--- config.mk ---
export PLATFORM = sky130hd
export DESIGN_NAME = spi_led_ctrl
export DESIGN_NICKNAME = d
export VERILOG_FILES = /design/src/rtl/spi_led_ctrl.sv
export SDC_FILE = /design/constraint.sdc
export NUM_CORES = 1
export LEC_CHECK = 0
export ABC_AREA = 1
export BUFFER_PORTS_ARGS = -buffer_cell sky130_fd_sc_hd__buf_4
export CORE_ASPECT_RATIO = 1.4
export CORE_MARGIN = 1.5
export CORE_UTILIZATION = 45
export CTS_CLUSTER_DIAMETER = 40
export DETAILED_ROUTE_END_ITERATION = 7
export GPL_TIMING_DRIVEN = 0
export PLACE_DENSITY_LB_ADDON = 0.05
export SETUP_SLACK_MARGIN = 0.1
export SYNTH_ARGS = -nofsm -noshare
export SYNTH_HDL_FRONTEND = slang
export SYNTH_SLANG_ARGS = --single-unit
--- constraint.sdc ---
create_clock -name sysclk -period 4.1 [get_ports sysclk]
set_input_delay 1.025 -clock sysclk [delete_from_list [all_inputs] [get_ports sysclk]]
set_output_delay 1.025 -clock sysclk [all_outputs]
set_load 0.005 [all_outputs]
--- src/rtl/spi_led_ctrl.sv ---
// spi_led_ctrl: runs decoded SPI frames (LED brightness WRITE/READ) and drives one PWM output per LED.
// Build macro SPI_CTRL_WR_ECHO_EN: a valid WRITE also arms an echo response frame.
module spi_led_ctrl #(
    parameter int NUM_LEDS = 4,
    parameter int PWM_DIV  = 1250
) (
    input  logic                sysclk,
    input  logic                rst_n,
    input  logic                cs,
    input  logic                i_rx_dv,
    input  logic [7:0]          i_cmd,
    input  logic [7:0]          i_addr,
    input  logic [7:0]          i_payload,
    output logic                o_slv_tx_enb,
    output logic [23:0]         o_slv_frame,
    output logic [NUM_LEDS-1:0] o_led,
    output logic [7:0]          o_err_cnt
);
    localparam logic [7:0]  CMD_NOP    = 8'h00;
    localparam logic [7:0]  CMD_WRITE  = 8'h01;
    localparam logic [7:0]  CMD_READ   = 8'h02;
    localparam int          AW         = (NUM_LEDS > 1) ? $clog2(NUM_LEDS) : 1;
    localparam int          PW         = (PWM_DIV > 1) ? $clog2(PWM_DIV) : 1;
    localparam logic [8:0]  NUM_LEDS_W = 9'(NUM_LEDS);
    localparam logic [PW-1:0] PRESC_MAX = PW'(PWM_DIV - 1);
`ifdef SPI_CTRL_WR_ECHO_EN
    localparam bit WR_ECHO = 1'b1;
`else
    localparam bit WR_ECHO = 1'b0;
`endif

    typedef enum logic [2:0] {IDLE, DECODE, EXEC, ARM, TX} state_t;

    state_t          state, next_state;
    logic [7:0]      buf_cmd, buf_addr, buf_payload;
    logic            pend_valid;
    logic [7:0]      cur_cmd, cur_addr, cur_payload;
    logic [7:0]      duty   [NUM_LEDS];
    logic [7:0]      shadow [NUM_LEDS];
    logic [PW-1:0]   presc;
    logic [6:0]      step;
    logic            presc_wrap, period_wrap;
    logic            addr_ok, is_write, is_read, exec_err, resp;
    logic [AW-1:0]   idx;
    logic [7:0]      clamped;
    logic [23:0]     resp_frame;
    logic            ovw, exec_now;
    logic [8:0]      err_sum;

    always_ff @(posedge sysclk or negedge rst_n) begin
        if (!rst_n) state <= IDLE;
        else        state <= next_state;
    end

    always_comb begin
        next_state = state;
        case (state)
            IDLE:    if (i_rx_dv || pend_valid) next_state = DECODE;
            DECODE:  next_state = EXEC;
            EXEC:    next_state = resp ? ARM : IDLE;
            ARM:     if (!cs) next_state = TX;
            TX:      if (cs) next_state = IDLE;
            default: next_state = IDLE;
        endcase
    end

    // Enable falls combinationally with cs in TX so spi_slave sees it drop the cycle cs returns high.
    always_comb begin
        o_slv_tx_enb = (state == ARM) || ((state == TX) && !cs);
    end

    always_comb begin
        addr_ok  = ({1'b0, cur_addr} < NUM_LEDS_W);
        idx      = cur_addr[AW-1:0];
        clamped  = (cur_payload > 8'd100) ? 8'd100 : cur_payload;
        is_write = (cur_cmd == CMD_WRITE);
        is_read  = (cur_cmd == CMD_READ);
        exec_err = (cur_cmd != CMD_NOP) && !((is_write || is_read) && addr_ok);
        resp     = exec_err || (is_read && addr_ok) || (WR_ECHO && is_write && addr_ok);
        resp_frame = {8'hFF, cur_addr, 8'h00};
        if (!exec_err && is_read)       resp_frame = {CMD_READ, cur_addr, duty[idx]};
        else if (!exec_err && is_write) resp_frame = {CMD_WRITE, cur_addr, clamped};
    end

    // Every pulse lands in the buffer; outside IDLE it is marked pending, and a pending overwrite is an error.
    always_ff @(posedge sysclk or negedge rst_n) begin
        if (!rst_n) begin
            buf_cmd     <= '0;
            buf_addr    <= '0;
            buf_payload <= '0;
            pend_valid  <= 1'b0;
        end else begin
            if (i_rx_dv) begin
                buf_cmd     <= i_cmd;
                buf_addr    <= i_addr;
                buf_payload <= i_payload;
            end
            if (i_rx_dv && (state != IDLE)) pend_valid <= 1'b1;
            else if (state == IDLE)         pend_valid <= 1'b0;
        end
    end

    always_ff @(posedge sysclk or negedge rst_n) begin
        if (!rst_n) begin
            cur_cmd     <= '0;
            cur_addr    <= '0;
            cur_payload <= '0;
        end else if (state == DECODE) begin
            cur_cmd     <= buf_cmd;
            cur_addr    <= buf_addr;
            cur_payload <= buf_payload;
        end
    end

    always_comb begin
        ovw      = i_rx_dv && pend_valid;
        exec_now = (state == EXEC) && exec_err;
        err_sum  = {1'b0, o_err_cnt} + {8'd0, ovw} + {8'd0, exec_now};
    end

    always_ff @(posedge sysclk or negedge rst_n) begin
        if (!rst_n) begin
            for (int i = 0; i < NUM_LEDS; i++) duty[i] <= '0;
            o_slv_frame <= '0;
            o_err_cnt   <= '0;
        end else begin
            o_err_cnt <= (err_sum > 9'd255) ? 8'hFF : err_sum[7:0];
            if (state == EXEC) begin
                if (resp) o_slv_frame <= resp_frame;
                for (int i = 0; i < NUM_LEDS; i++)
                    if (is_write && addr_ok && (idx == AW'(i))) duty[i] <= clamped;
            end
        end
    end

    // Shadow copies only at the period boundary so a new duty never cuts a PWM period short.
    always_comb begin
        presc_wrap  = (presc == PRESC_MAX);
        period_wrap = presc_wrap && (step == 7'd99);
    end

    always_ff @(posedge sysclk or negedge rst_n) begin
        if (!rst_n) begin
            presc <= '0;
            step  <= '0;
            for (int i = 0; i < NUM_LEDS; i++) shadow[i] <= '0;
        end else begin
            presc <= presc_wrap ? '0 : presc + PW'(1);
            if (presc_wrap) step <= (step == 7'd99) ? 7'd0 : step + 7'd1;
            if (period_wrap)
                for (int i = 0; i < NUM_LEDS; i++) shadow[i] <= duty[i];
        end
    end

    always_comb begin
        o_led = '0;
        for (int i = 0; i < NUM_LEDS; i++) o_led[i] = ({1'b0, step} < shadow[i]);
    end
endmodule

Word-level counts from Yosys, hierarchy flattened
Cells that the tools add are included.
W data, S select, Z words.
- input port bits: 28
- register bits after elaboration: 166
- output and inout port bits: 37
- logic and storage cells: 96
- equality and inequality tests: 14
- $lt $le $gt $ge: 8
- bitwise gates (word level): 1
- reductions and logical operators: 33
- mux-type cells: 16
- add/subtract/negate cells: 4
- operators with widths (cell ; count):
    $mux W24 ; 2
    $lt A7 B8 Y1 ; 4
    $mux W8 ; 4
    $bmux W8 S2 ; 1
    $logic_and A1 B1 Y1 ; 15
    $pmux W3 S5 ; 1
    $add A11 B1 Y11 const B ; 1
    $eq A11 B11 Y1 const B ; 1
    $mux W11 ; 1
    $reduce_and A2 Y1 ; 5
    $add A8 B1 Y9 ; 1
    $add A9 B1 Y9 ; 1
    $gt A9 B8 Y1 const B ; 1
    $mux W3 ; 3
    $eq A8 B1 Y1 const B ; 1
    $eq A8 B2 Y1 const B ; 1
    $gt A8 B7 Y1 const B ; 1
    $lt A8 B3 Y1 const B ; 1
    $reduce_bool A8 Y1 ; 1
    $add A7 B1 Y7 const B ; 1
    $eq A7 B7 Y1 const B ; 1
    $mux W7 ; 1
    $eq A3 B2 Y1 const B ; 2
    $ne A2 B2 Y1 const B ; 3
    15 further kinds ; 22

Longest topological paths before layout
Gate-level depths: netlist of run 1.
- depth after elaboration: 9
- depth in mapped cells: 14
- mapped depth without buffers: 13

Least setup slack after synthesis of run 1
Ideal clock, no wire load.
- kind: register -> register
- start point: reg cur_cmd[2]
- end point: reg o_err_cnt[2]
- path buffers: 1
- library setup time: 0.134 ns
- slack: 1.517 ns
- period minus slack after synthesis: 2.583 ns
- data arrival time: 2.450 ns
- data required time: 3.966 ns
- stages on the path, launching flop included: 15
- path through: dfrtp_1 -> inv_1 -> nand2_1 -> nor3_1 -> nand2_1 -> nand4_1 -> inv_1 -> fa_1 -> ha_1 -> nand2_1 -> inv_1 -> nand2_1 -> or2_2 -> clkbuf_1 -> o21ai_0
- word-level cells in the longest chain between the ends: 9
- elaborated cells on any way between the ends: 11
- those cells by class: 1 x add/sub; 1 x order compare; 2 x eq/ne; 1 x mux; 6 x reduce/logical
- RTL lines (what ; line ; text):
    start, declared ; 37 ; logic [7:0] cur_cmd, cur_addr, cur_payload;
    start signal, assigned ; 109 ; cur_cmd <= buf_cmd;
    $eq A8 B1 Y1 / $eq A8 B2 Y1 (equally long branches) ; 76, 77 ;
    $logic_or A1 B1 Y1 ; 78 ; exec_err = (cur_cmd != CMD_NOP) && !((is_write || is_read) && addr_ok);
    $logic_and A1 B1 Y1 ; 78 ;
    $logic_not A1 Y1 ; 78 ;
    $logic_and A1 B1 Y1 (*) ; 78 ;
    $logic_and A1 B1 Y1 (*) ; 117 ; exec_now = (state == EXEC) && exec_err;
    $add A9 B1 Y9 (*) ; 118 ; err_sum = {1'b0, o_err_cnt} + {8'd0, ovw} + {8'd0, exec_now};
    $gt A9 B8 Y1 ; 127 ; o_err_cnt <= (err_sum > 9'd255) ? 8'hFF : err_sum[7:0];
    $mux W8 (*) ; 127 ;
    end signal, assigned ; 127 ;
    end, declared ; 17 ; output logic [7:0] o_err_cnt
Mark *: on every way between the ends. The rest lies on a longest branch, timed or not.
A chain may end at the register's enable or synchronous reset.

Final worst setup path of run 1
- start point: reg cur_cmd[7]
- end point: reg o_err_cnt[2]
The elaborated chain is that of the path after synthesis.

==> results.py, run 1 <==
metrics = {
    "run_status": {
        "status": "complete, no violations",
    },
    "routing": {
        "vias": 6022,
        "drtIter0Drc": 262,
        "post_drt_via_cell_ratio": 4.93,
        "wl_um": 18000,
        "wl_per_cell_um": 14.7,
        "drc": 0,
        "firstDrtPassIters": 4,
        "detail-route-antenna-nets": 0,
    },
    "critical_path": {
        "crit_chain": "nor2_1, nand2_1, nor3_1, nand2_1, nand4_1, inv_1, fa_1, ha_1, nand2_1, inv_1, nand2_1, or2_2, clkbuf_1, o21ai_0",
        "startpoint_type": "register",
        "critPathSlowestCell": "nor3_1",
        "cpMostUsedCell": "nand2_1",
        "cp.buffers_inverters": 3,
        "critical_path.top_delay_family": "simple AND/OR/NAND/NOR gates",
        "cp.arrival_ps": 3470,
        "cp_max_fo": 8,
        "r2r-start": "cur_cmd[7]",
        "r2r_slack_ps": 920,
        "crit_type": "reg -> reg",
        "cp-end-kind": "register",
        "cp_slowest_stage_delay_ps": 660,
        "r2r_end": "o_err_cnt[2]",
        "r2r_cells": 14,
        "cp.required_ps": 4390,
    },
    "timing": {
        "worstMarginPinSlew_ps": 845,
        "tns_ps": 0,
        "max_slew_margin": 0.432,
        "fmax_ghz": 0.315,
        "clock_skew_ps": 11.7,
        "setup_viol": 0,
        "fin_crit_ps": 3180,
        "hold_viol": 0,
        "finalCritPeriodShare": 0.775,
        "drv_slew": 0,
        "rsz0062_at_grt": "false",
    },
    "global_route": {
        "grt_start_max_net_pins": 97,
        "antenna_found_initial": 0,
        "overflow": 0,
        "grt_pass1_vias": 5805,
        "grt_pass1_wl_um": 29300,
        "grt_util_all_layers": 0.214,
    },
    "clock_network": {
        "cts-resized-gates": 0,
        "clk_path_buf_depth": 2,
        "cts_sinks": 161,
        "post_cts_buffers": 0,
        "clk_pin_slew_ps": 70,
        "cts_tree": "done",
        "clock_latency_ps": 430,
        "h-tree-depth": 4,
        "numCtsBuffers": 17,
        "postCtsHoldBufs": 0,
        "root_buffer": "clkbuf_16",
    },
    "hold_path": {
        "min-delay-start": "duty[7]",
        "hp-class": "reg -> reg",
        "hold_depth": 2,
        "hold_path_end": "duty[7]",
    },
    "final_layout": {
        "fin_nets": 1062,
        "final_core_util": 0.545,
        "area_growth_pct": 18.4,
        "num_antenna_cells": 0,
        "final_area_um2": 9160,
        "drive_gt1_frac": 0.139,
    },
    "synthesis": {
        "synth_area_um2": 7740,
        "ys.flop_type": "dfrtp_1",
        "ys_seq_elements": 161,
        "synthCells": 921,
        "synthTopCellsByCount": "303 x nand2_1, 161 x dfrtp_1, 117 x inv_1",
        "synth_most_common_cell": "nand2_1",
        "synth_area_per_cell_um2": 8.40,
        "seq_area_frac_synth": 0.521,
        "synthDistinctLibCells": 34,
        "synth_edf_count": 0,
        "synthDominantCellAreaShare": 0.521,
        "yosys_warnings": 0,
        "syn_nets": 978,
        "synth_top_cells_by_area": "dfrtp_1 52%, nand2_1 15%, inv_1 5.7%",
        "synthArstFlopShare": 1.00,
        "yosys.area.top_type": "dfrtp_1",
    },
    "floorplanning": {
        "die_x_um": 114,
        "initial_core_util": 0.460,
        "die_y_um": 158,
        "num_io_pins": 65,
        "core_um2": 16800,
        "die_area_um2": 18000,
        "rows": 56,
    },
    "placement": {
        "portBuffers": 64,
        "gp_congestion": 0.793,
        "hpwlAfterDp_um": 13400,
        "placed_area_um2": 8510,
    },
    "flow_run": {
        "cap_violations": 0,
    },
    "power_and_ir_drop": {
        "power_density_nw_per_um2": 543,
        "p_leak_nw": 4.71,
        "vdd_drop_max_v": 0.000323,
        "power_w": 0.00498,
    },
}
-- sequential cells by signal (all words and copies together) (netlist names), 11 cells and up --
name and cells:
duty 32, shadow 32, o_slv_frame 19, presc 11
-- logic make-up after synthesis --
| group | share of synthesized area |
|---|---|
| xor gates and xnor gates | 0.0158 |
| AOI/OAI and AO/OA | 0.0813 |
| DFF | 0.521 |
| buffers and inverters | 0.0875 |
| adders and majority gates | 0.0479 |
| and+or+nand+nor | 0.247 |
-- how the worst max path moves through the flow --
stage                          start      endpoint  cells past startpoint
after floorplan           cur_cmd[2]  o_err_cnt[2]                     14
after global placement    cur_cmd[7]  o_err_cnt[2]                     14
after detailed placement  cur_cmd[7]  o_err_cnt[2]                     14
after CTS                 cur_cmd[7]  o_err_cnt[2]                     14
after global routing      cur_cmd[4]  o_err_cnt[2]                     14
final                     cur_cmd[7]  o_err_cnt[2]                     14
-- report_power, final --
part	total [W]	switching (W)	internal, W
Sequential	0.00203	0.000206	0.00183
Clock	0.00176	0.000672	0.00109
Combinational	0.00118	0.000727	0.000457
Total	0.00498	0.00161	0.00337
-- through the flow --
| stage | hold WS [ps] | setup WS, ps | std cells |
|---|---|---|---|
| finish | 466 | 922 | 1221 |
| global route | 488 | 508 | 1221 |
| CTS | 468 | 865 | 1221 |
| detailed placement | 452 | 877 | 1189 |
| global placement | 450 | 912 | 1188 |
| floorplan | 436 | 1520 | 921 |
-- layout make-up --
cell class                      count  area, um^2
Tap cell                          203         254
Inverter                          122         460
Buffer                             34         216
Timing Repair Buffer               65         515
Fill cell                        1642        7650
Clock buffer                       17         425
Sequential cell                   161        4030
Clock inverter                     15         229
Multi-Input combinational cell    604        3030
-- cell usage in the layout, fill, tap and decap left out, types with 15 or more instances in the layout --
cell | Yosys | layout
o21ai_1 | 21 | 21
nand2_1 | 303 | 303
nand3_1 | 64 | 64
nor2_1 | 31 | 31
o21ai_0 | 71 | 71
inv_1 | 117 | 117
clkbuf_16 | 0 | 17
a21oi_1 | 20 | 20
dfrtp_1 | 161 | 161
ha_1 | 28 | 28
buf_4 | 6 | 69
nor3_1 | 15 | 15
-- worst min-delay path, stage by stage (launching register included) --
cell and delay, ps:
dfrtp_1 340, nand2_1 50, inv_1 40
-- metal layers --
layer,track usage,share of wire,up-vias
met2,0.388,0.52,82
met3,0.0436,0.027,30
met5,0,0,-
met4,0.0929,0.029,0
met1,0.244,0.42,2820
li1,-,-,3090
No activity file was read; power rests on OpenSTA's default activity.
==> inputs of run 2 (changes only) <==
ABC_AREA = 0   (was 1)
clock period = 3.1 ns   (was 4.1 ns; I/O delays follow)
==> results.py, run 2 <==
metrics = {
    "clock_network": {
        "postCtsHoldBufs": 0,
        "clock_latency_ps": 420,
        "cts_sinks": 161,
        "cts_tree": "done",
        "clk_path_buf_depth": 2,
        "root_buffer": "clkbuf_16",
        "clk_pin_slew_ps": 60,
        "numCtsBuffers": 17,
        "h-tree-depth": 4,
    },
    "final_layout": {
        "fin_nets": 685,
        "final_core_util": 0.551,
        "nFillCells": 1379,
        "top_regs": "duty: 32 flops, shadow: 32 flops, o_slv_frame: 19 flops",
        "final_cell_mix": "161 x dfrtp_1, 117 x mux2_2, 69 x buf_4",
        "area_growth_pct": 18.6,
        "drive_gt1_frac": 0.392,
        "num_antenna_cells": 0,
        "mostFrequentLayoutCell": "dfrtp_1",
    },
    "critical_path": {
        "crit_chain": "ha_1, a21o_1, a211o_1, o2111ai_1, a211o_1, buf_4",
        "cpMostUsedCell": "a211o_1",
        "r2r-start": "cur_cmd[3]",
        "cp.arrival_ps": 2100,
        "cp.buffers_inverters": 1,
        "crit_cells": 6,
        "crit_type": "reg -> out",
        "critPathLaunch": "step[1]",
        "critPathSlowestCell": "dfrtp_1",
        "cp_max_fo": 8,
        "cp-end-kind": "output port",
        "r2r_cells": 9,
        "cp.required_ps": 2320,
        "critical_path.top_delay_family": "compound AO/OA/AOI/OAI gates",
        "startpoint_type": "register",
        "cp_slowest_stage_delay_ps": 520,
    },
    "placement": {
        "hpwlAfterDp_um": 10800,
        "portBuffers": 63,
        "gp_congestion": 0.767,
    },
    "synthesis": {
        "synthTopCellsByCount": "161 x dfrtp_1, 117 x mux2_2, 28 x ha_1",
        "yosys.area.top_type": "dfrtp_1",
        "synthAdderAreaFrac": 0.0509,
        "synth_most_common_cell": "dfrtp_1",
        "ys_seq_elements": 161,
        "synthArstFlopShare": 1.00,
        "synthDominantCellAreaShare": 0.554,
        "ys.flop_type": "dfrtp_1",
        "synthDistinctLibCells": 50,
        "synthCells": 544,
        "synth_xor_area_frac": 0.0181,
        "synth_edf_count": 0,
        "synth_area_per_cell_um2": 13.4,
        "synth-simple-area-share": 0.0834,
        "yosys_warnings": 0,
        "synth_top_family_by_area": "multiplexers",
        "seq_area_frac_synth": 0.554,
        "synth_compound_area_frac": 0.0554,
        "synth_area_um2": 7280,
        "syn_nets": 601,
        "synth_mux_area_frac": 0.207,
        "synth_top_cells_by_area": "dfrtp_1 55%, mux2_2 18%, ha_1 4.8%",
    },
    "routing": {
        "wl_per_cell_um": 17.6,
        "post_drt_via_cell_ratio": 5.32,
        "vias": 4453,
        "drc": 0,
        "drtIter0Drc": 119,
        "wl_um": 14800,
        "detail-route-antenna-nets": 0,
        "firstDrtPassIters": 4,
    },
    "floorplanning": {
        "die_y_um": 153,
        "die_x_um": 110,
        "initial_core_util": 0.464,
        "num_io_pins": 65,
        "rows": 54,
        "die_area_um2": 17000,
        "core_um2": 15700,
    },
    "timing": {
        "fmax_ghz": 0.347,
        "max_slew_margin": 0.476,
        "drv_slew": 0,
        "hold_viol": 0,
        "clock_skew_ps": 7.27,
        "finalCritPeriodShare": 0.929,
        "worstMarginPinSlew_ps": 786,
        "fin_crit_ps": 2880,
        "tns_ps": 0,
        "rsz0062_at_grt": "false",
        "setup_viol": 0,
    },
    "run_status": {
        "status": "complete, no violations",
    },
    "power_and_ir_drop": {
        "combPwrFrac": 0.225,
        "vdd_drop_max_v": 0.000430,
        "p_int_w": 0.00427,
        "p_sw_w": 0.00182,
        "p_leak_nw": 4.00,
        "swShare": 0.298,
        "seqPwrFrac": 0.442,
        "clock_power_share": 0.333,
        "power_density_nw_per_um2": 706,
        "power_w": 0.00609,
    },
    "flow_run": {
        "cap_violations": 0,
    },
    "global_route": {
        "grt_pass1_vias": 4844,
        "grt_util_all_layers": 0.188,
        "overflow": 0,
        "antenna_found_initial": 0,
        "grt_start_max_net_pins": 124,
        "grt_pass1_wl_um": 25000,
    },
    "hold_path": {
        "hp-class": "in -> async",
    },
}
## run 2: changes by cell type after synthesis, sizes merged, moves of 9 or more
cell / before / now
nor3: 17 / 1
o21ai: 94 / 17
nor2: 34 / 21
nand2b: 0 / 9
inv: 121 / 26
a21oi: 20 / 3
mux2: 0 / 118
nand3: 70 / 7
nand2: 304 / 26
## run 2: final timing paths
path / endpoint / slack [ps]
min in group sysclk: o_slv_frame[17] / 480
max reg2reg: o_err_cnt[7] / 280
max in group asynchronous: duty[4] / 1970
min: presc[8] / 220
min reg2reg: o_slv_frame[17] / 480
max: o_led[2] / 220
## run 2: layout make-up
type                            count  area, um^2  share of cell area
Sequential cell                   161        4030               0.467
Multi-Input combinational cell    333        3040               0.352
Timing Repair Buffer               65         515              0.0597
Clock buffer                       17         425              0.0493
Tap cell                          196         245              0.0284
Clock inverter                     15         148              0.0171
Buffer                             24         130              0.0151
Inverter                           26        97.6              0.0113
## run 2: power by group through the flow
stage	Combinational (W)	Sequential, W	Clock, W
global route	0.00151	0.00274	0.00218
detailed placement	0.00138	0.00273	0
finish	0.00137	0.00269	0.00203
floorplan	0.000895	0.00266	0
global placement	0.00134	0.00271	0
CTS	0.00140	0.00269	0.00208
## run 2: cell families after synthesis
group / count (synthesis)
mux: 126
xor+xnor: 15
flops: 161
fa+ha+maj: 29
compound gates: 56
buf+inv: 50
simple gates: 107
## run 2: what timing repair did
item | in CTS | in global routing
setup endpoints to repair | 8 | 8
pin swaps | 1 | 0
buffers inserted | 1 | 0
gates resized for setup | 1 | 3
## run 2: routing by layer
layer  vias to the layer above  part of all wire  GRT usage
met4                         0             0.014     0.0611
li1                       2103                 -          -
met3                        19             0.038     0.0519
met1                      2268              0.42      0.219
met5                         -                 0          0
met2                        63              0.53      0.334
## run 2: metrics by stage
step	cells	setup WS, ps	area (um^2)	hold WS [ps]
after floorplan	544	192	7280	459
after global placement	803	-310	8000	453
after detailed placement	804	-357	8030	457
after CTS	837	113	8620	216
after global routing	837	109	8630	222
final	837	221	8630	217
